### config.mk
export PLATFORM = sky130hd
export DESIGN_NAME = tone_arbiter
export DESIGN_NICKNAME = d
export VERILOG_FILES = /design/src/rtl/tone_arbiter.sv
export SDC_FILE = /design/constraint.sdc
export NUM_CORES = 1
export LEC_CHECK = 0
export ABC_AREA = 1
export BUFFER_PORTS_ARGS = -buffer_cell sky130_fd_sc_hd__buf_2
export CAP_MARGIN = 40
export CELL_PAD_IN_SITES_DETAIL_PLACEMENT = 1
export CELL_PAD_IN_SITES_GLOBAL_PLACEMENT = 1
export CORE_MARGIN = 5
export CORE_UTILIZATION = 39
export DETAILED_ROUTE_END_ITERATION = 10
export PLACE_DENSITY = 0.74
export SLEW_MARGIN = 20
export SYNTH_ARGS = -nofsm -noshare
export SYNTH_HDL_FRONTEND = slang
export SYNTH_SLANG_ARGS = --single-unit
### constraint.sdc
create_clock -name clk -period 1.86 [get_ports clk]
set_clock_uncertainty 0.05 [all_clocks]
set_input_delay 0.186 -clock clk [delete_from_list [all_inputs] [get_ports clk]]
set_output_delay 0.186 -clock clk [all_outputs]
set_load 0.02 [all_outputs]
### src/rtl/tone_arbiter.sv
// Shares one tone generator between a low-priority melody sequencer and a
// high-priority key-click beep; pre-empted notes resume with their remaining duration.
module tone_arbiter #(
  parameter int unsigned FREQ_W    = 28,
  parameter int unsigned DUR_W     = 28,
  parameter int unsigned BEEP_FREQ = 47802,
  parameter int unsigned BEEP_DUR  = 2_500_000
) (
  input  logic              clk,
  input  logic              rst_n,
  input  logic              mel_req,
  input  logic [FREQ_W-1:0] mel_freq,
  input  logic [DUR_W-1:0]  mel_dur,
  output logic              mel_ack,
  output logic              mel_done,
  input  logic              beep_req,
  input  logic              pause,
  output logic [FREQ_W-1:0] tone_freq,
  output logic              beep_busy,
  output logic [1:0]        state_o
);

  typedef enum logic [1:0] {
    S_IDLE = 2'd0,
    S_MEL  = 2'd1,
    S_BEEP = 2'd2
  } state_t;

  localparam logic [FREQ_W-1:0] LP_BEEP_FREQ = FREQ_W'(BEEP_FREQ);
  localparam logic [DUR_W-1:0]  LP_BEEP_DUR  = DUR_W'(BEEP_DUR);
  localparam logic [DUR_W-1:0]  LP_ONE       = DUR_W'(1);

  state_t            r_state, w_state;
  logic [DUR_W-1:0]  r_cnt, w_cnt;
  logic [DUR_W-1:0]  r_bcnt, w_bcnt;
  logic [DUR_W-1:0]  r_mel_rem, w_mel_rem;
  logic              r_pre, w_pre;
  logic [FREQ_W-1:0] r_freq_q, w_freq_q;
  logic [FREQ_W-1:0] r_tone, w_tone;
  logic              r_ack, w_ack;
  logic              r_done, w_done;
  logic              r_busy;

  always_ff @(posedge clk or negedge rst_n) begin
    if (!rst_n) begin
      r_state   <= S_IDLE;
      r_cnt     <= '0;
      r_bcnt    <= '0;
      r_mel_rem <= '0;
      r_pre     <= 1'b0;
      r_freq_q  <= '0;
      r_tone    <= '0;
      r_ack     <= 1'b0;
      r_done    <= 1'b0;
      r_busy    <= 1'b0;
    end else begin
      r_state   <= w_state;
      r_cnt     <= w_cnt;
      r_bcnt    <= w_bcnt;
      r_mel_rem <= w_mel_rem;
      r_pre     <= w_pre;
      r_freq_q  <= w_freq_q;
      r_tone    <= w_tone;
      r_ack     <= w_ack;
      r_done    <= w_done;
      r_busy    <= (w_state == S_BEEP);
    end
  end

  always_comb begin
    w_state   = r_state;
    w_cnt     = r_cnt;
    w_bcnt    = r_bcnt;
    w_mel_rem = r_mel_rem;
    w_pre     = r_pre;
    w_freq_q  = r_freq_q;
    w_ack     = 1'b0;
    w_done    = 1'b0;
    case (r_state)
      S_IDLE: begin
        if (beep_req) begin
          w_bcnt  = LP_BEEP_DUR;
          w_pre   = 1'b0;
          w_state = S_BEEP;
        end else if (mel_req && !pause) begin
          w_freq_q = mel_freq;
          w_cnt    = (mel_dur == '0) ? LP_ONE : mel_dur;
          w_ack    = 1'b1;
          w_state  = S_MEL;
        end
      end
      S_MEL: begin
        // A paused note has not consumed the current cycle, so its full count is saved.
        if (pause) begin
          if (beep_req) begin
            w_mel_rem = r_cnt;
            w_pre     = 1'b1;
            w_bcnt    = LP_BEEP_DUR;
            w_state   = S_BEEP;
          end
        end else if (r_cnt == LP_ONE) begin
          w_done = 1'b1;
          if (beep_req) begin
            w_pre   = 1'b0;
            w_bcnt  = LP_BEEP_DUR;
            w_state = S_BEEP;
          end else begin
            w_state = S_IDLE;
          end
        end else if (beep_req) begin
          w_mel_rem = r_cnt - LP_ONE;
          w_pre     = 1'b1;
          w_bcnt    = LP_BEEP_DUR;
          w_state   = S_BEEP;
        end else begin
          w_cnt = r_cnt - LP_ONE;
        end
      end
      S_BEEP: begin
        if (beep_req) begin
          w_bcnt = LP_BEEP_DUR;
        end else if (r_bcnt == LP_ONE) begin
          if (r_pre) begin
            w_cnt   = r_mel_rem;
            w_pre   = 1'b0;
            w_state = S_MEL;
          end else begin
            w_state = S_IDLE;
          end
        end else begin
          w_bcnt = r_bcnt - LP_ONE;
        end
      end
      default: w_state = S_IDLE;
    endcase
  end

  always_comb begin
    w_tone = '0;
    if (w_state == S_MEL && !pause) begin
      w_tone = w_freq_q;
    end else if (w_state == S_BEEP) begin
      w_tone = LP_BEEP_FREQ;
    end
  end

  assign mel_ack   = r_ack;
  assign mel_done  = r_done;
  assign tone_freq = r_tone;
  assign beep_busy = r_busy;
  assign state_o   = r_state;

endmodule

==> results.py <==
metrics = {
    "logic_synthesis": {
        "synth_top_family_by_area": "simple AND/OR/NAND/NOR gates",
        "synth_edf_count": 0,
        "synth.distinct_cells": 44,
        "synth_area_leaders": "dfrtp_1 (47%), nand2_1 (12%), nor2_1 (5.3%)",
        "synthMuxAreaShare_pct": 0,
        "synth_fa_ha_area_share_pct": 1.44,
        "synth_nets": 1044,
        "yosysWarnings": 0,
        "synthArstFlopShare_pct": 100,
        "ys_ff_latch": 146,
        "synthXorXnorAreaFrac_pct": 4.47,
        "synth_simple_gate_area_share_pct": 27.6,
        "synth_top_cell_by_area": "dfrtp_1",
        "netlist.area_leader.share_pct": 46.6,
        "synth_seq_area_share_pct": 46.6,
        "syn_inst": 974,
        "synth_compound_area_share_pct": 12.8,
        "synth_area_um2": 7850,
        "avgSynthCellArea_um2": 8.05,
        "yosys_most_used_dff": "dfrtp_1",
    },
    "route": {
        "drc": 0,
        "via_per_inst": 5.95,
        "ant_nets": 0,
        "first_iter_violations": 772,
        "dr.pass1.iters": 5,
        "routedWlPerCell_um": 27.7,
        "vias": 9435,
        "totalWireLength_mm": 44.0,
    },
    "sta": {
        "worst_pin_slew_ns": 0.572,
        "max_freq_ghz": 0.388,
        "slew_violations": 0,
        "rsz0062_at_grt": "true",
        "setup-tns-final_ns": -52.17,
        "finalSetupViolCount": 125,
        "slew_headroom_pct": 61.8,
        "layout_min_cycle_time_ns": 2.58,
        "finalHoldViolations": 1,
        "period_share_pct": 139,
        "setup_slack_ns": -0.717,
        "hold_ws_ns": -0.00757,
    },
    "die": {
        "die_w_um": 152,
        "coreArea_um2": 19700,
        "initial_core_util_pct": 39.9,
        "die_area_um2": 23100,
        "num_rows": 51,
        "ios": 94,
        "die_h_um": 152,
    },
    "place": {
        "place_congestion": 0.857,
        "portBuffers": 93,
        "place_ws_ns": -0.370,
        "dpl.hpwl_mm": 19.3,
        "numPlacedInstances": 1450,
    },
    "cells_and_area": {
        "drive_gt1_share_pct": 44.7,
        "final-instance-count-excl-fill": 1587,
        "nets": 1378,
        "syn2layout_area_growth_pct": 60.8,
        "fillers": 2268,
    },
    "status": {
        "outcome": "complete, but fails checks",
        "violations": "hold timing, setup timing",
    },
    "clocking": {
        "tritoncts": "yes",
        "clkSinkCount": 146,
        "clkLatencyLatePin_ns": 0.47,
        "cts.clk_slew.worst_paths_ns": 0.08,
        "cts_htree_levels": 4,
        "cts_buffer_depth": 2,
        "numCtsBuffers": 17,
        "cts-root-buf": "clkbuf_16",
    },
    "flow_run": {
        "max-cap-violations": 0,
    },
    "worst_setup_path": {
        "crit_chain": "nor2_4 > nand2_1 > nor3_1 > nand3_2 > nor2_1 > nand2_1 > nand2_2 > buf_12 > inv_12 > buf_8 > nand4_1 > o21ai_2",
        "crit_type": "reg -> reg",
        "cp.required_ns": 2.15,
        "critical_path.max_fanout": 8,
        "slowest_stage": "dfrtp_1",
        "critPathTopFamily": "simple AND/OR/NAND/NOR gates",
        "path_buf_inv": 3,
        "rrSetupSlack_ns": -0.72,
        "cp.arrival_ns": 2.86,
        "critPathCaptureType": "flop",
        "cp_common_cell": "nand2_1",
        "crit_path_start_kind": "flop",
        "critPathMaxStageDelay_ns": 0.41,
    },
    "global_route": {
        "busiest_layer": "met2",
        "use_met2_pct": 54.6,
        "grt_pass1_wl_mm": 55.1,
        "grt.total_usage_pct": 30.1,
        "grt_use_met1_pct": 33.5,
        "antenna_found_initial": 1,
        "grt_max_degree": 52,
        "overflow": 0,
        "gr-usage-met3_pct": 5.99,
        "grt_pass1_vias": 9884,
    },
    "worst_hold_path": {
        "hp-class": "in -> reg",
    },
    "pwr": {
        "power.density_nw_per_um2": 1830,
        "p_leak_nw": 5.80,
        "vdd_drop_max_mv": 0.935,
    },
}
[through the flow]
stage | cell area (µm²) | hold WS (ns) | utilization [%] | total power (W)
floorplan | 7880 | -0.160 | - | 0.0102
global placement | 9780 | 0.136 | 49.8 | 0.0137
detailed placement | 9780 | 0.138 | 49.8 | 0.0141
CTS | 11800 | 0.00139 | 60.1 | 0.0199
global route | 12600 | -0.00155 | 64.2 | 0.0238
finish | 12600 | -0.00757 | 64.2 | 0.0231
[area by class of cell]
class | count | area, µm² | area share (%)
inverters | 87 | 372 | 2.95
repair inverters | 1 | 7.51 | 0.0595
clock buffers | 17 | 425 | 3.37
well taps | 265 | 332 | 2.63
clock inverters | 15 | 164 | 1.30
repair buffers | 354 | 3030 | 24.0
diodes | 1 | 2.50 | 0.0198
multi-input cells | 701 | 4620 | 36.6
flip-flops and latches | 146 | 3660 | 29.0
[registers in the layout (all words and copies together) (netlist names)]
name,flops
r_bcnt,28
tone_freq,28
mel_ack,1
state_o,2
r_pre,1
r_cnt,28
beep_busy,1
mel_done,1
r_mel_rem,28
r_freq_q,28
[timing repair]
action,CTS,global route
gates cloned,8,3
gates resized for setup,201,156
pin swaps,59,70
setup buffers,37,27
setup endpoints to repair,116,135
hold buffers,39,1
endpoints found under the hold margin,84,1
[layer usage]
| layer | vias up | wire length, µm | share of wire (%) |
|---|---|---|---|
| li1 | 3850 | - | - |
| met1 | 4746 | 15600 | 35 |
| met2 | 583 | 22100 | 50 |
| met3 | 256 | 2860 | 6.5 |
| met4 | 0 | 3470 | 7.9 |
| met5 | - | 0 | 0 |
[where the power goes]
group	total [W]	internal, W	switching [W]	leakage [nW]
registers	0.00513	0.00434	0.000794	1.83
logic	0.0143	0.00577	0.00853	3.69
clock network	0.00363	0.00180	0.00183	0.283
[worst min-delay path: stages]
cell      delay, ns
buf_2          0.10
o211ai_1       0.08
o21ai_1        0.09
[placed cells by master, fill, tap and decap left out, types with 14 or more instances in the layout]
| cell | netlist | layout |
|---|---|---|
| nand2_1 | 246 | 203 |
| buf_4 | 1 | 162 |
| dfrtp_1 | 146 | 143 |
| buf_2 | 13 | 92 |
| nor2_1 | 111 | 73 |
| inv_1 | 64 | 49 |
| o21ai_1 | 25 | 46 |
| dlygate4sd3_1 | 0 | 40 |
| nand2_2 | 12 | 39 |
| xor2_1 | 35 | 28 |
| inv_2 | 20 | 27 |
| a21oi_1 | 36 | 26 |
| buf_6 | 6 | 26 |
| nor2_2 | 6 | 25 |
| nor2_4 | 4 | 24 |
| o21ai_0 | 69 | 23 |
| o21ai_2 | 0 | 22 |
| o211ai_1 | 20 | 20 |
| clkbuf_16 | 0 | 20 |
| buf_12 | 0 | 17 |
| nor3b_2 | 10 | 15 |
| nand3_1 | 21 | 14 |
[cell usage after synthesis (all sizes together) (2+ instances only)]
cell type / count
a21boi: 3
a21oi: 36
a31oi: 5
buf: 22
clkbuf: 20
clkinv: 2
dfrtp: 146
ha: 9
inv: 85
nand2: 258
nand3: 26
nand3b: 6
nand4: 13
nor2: 123
nor3: 15
nor3b: 19
nor4: 8
o211ai: 20
o21a: 3
o21ai: 94
o22ai: 13
o31ai: 2
xnor2: 5
xor2: 35
[logic make-up (layout without fill, tap and decap cells)]
logic type	count (synthesis)	in the layout
AND/OR/NAND/NOR	470	472
AO/OA/AOI/OAI	180	180
flip-flops	146	146
buffers and inverters	129	474
XOR/XNOR	40	40
adder cells (fa/ha/maj)	9	9
other	0	1
[final timing paths]
path,start,end,depth (start not counted)
max,r_bcnt[10],r_bcnt[27],12
min,mel_dur[13],r_cnt[13],3
max reg2reg,r_bcnt[10],r_bcnt[27],12
min reg2reg,r_mel_rem[15],r_mel_rem[15],2
max in group asynchronous,rst_n,r_cnt[3],3
min in group asynchronous,rst_n,tone_freq[19],2
No activity file was read; power rests on OpenSTA's default activity.
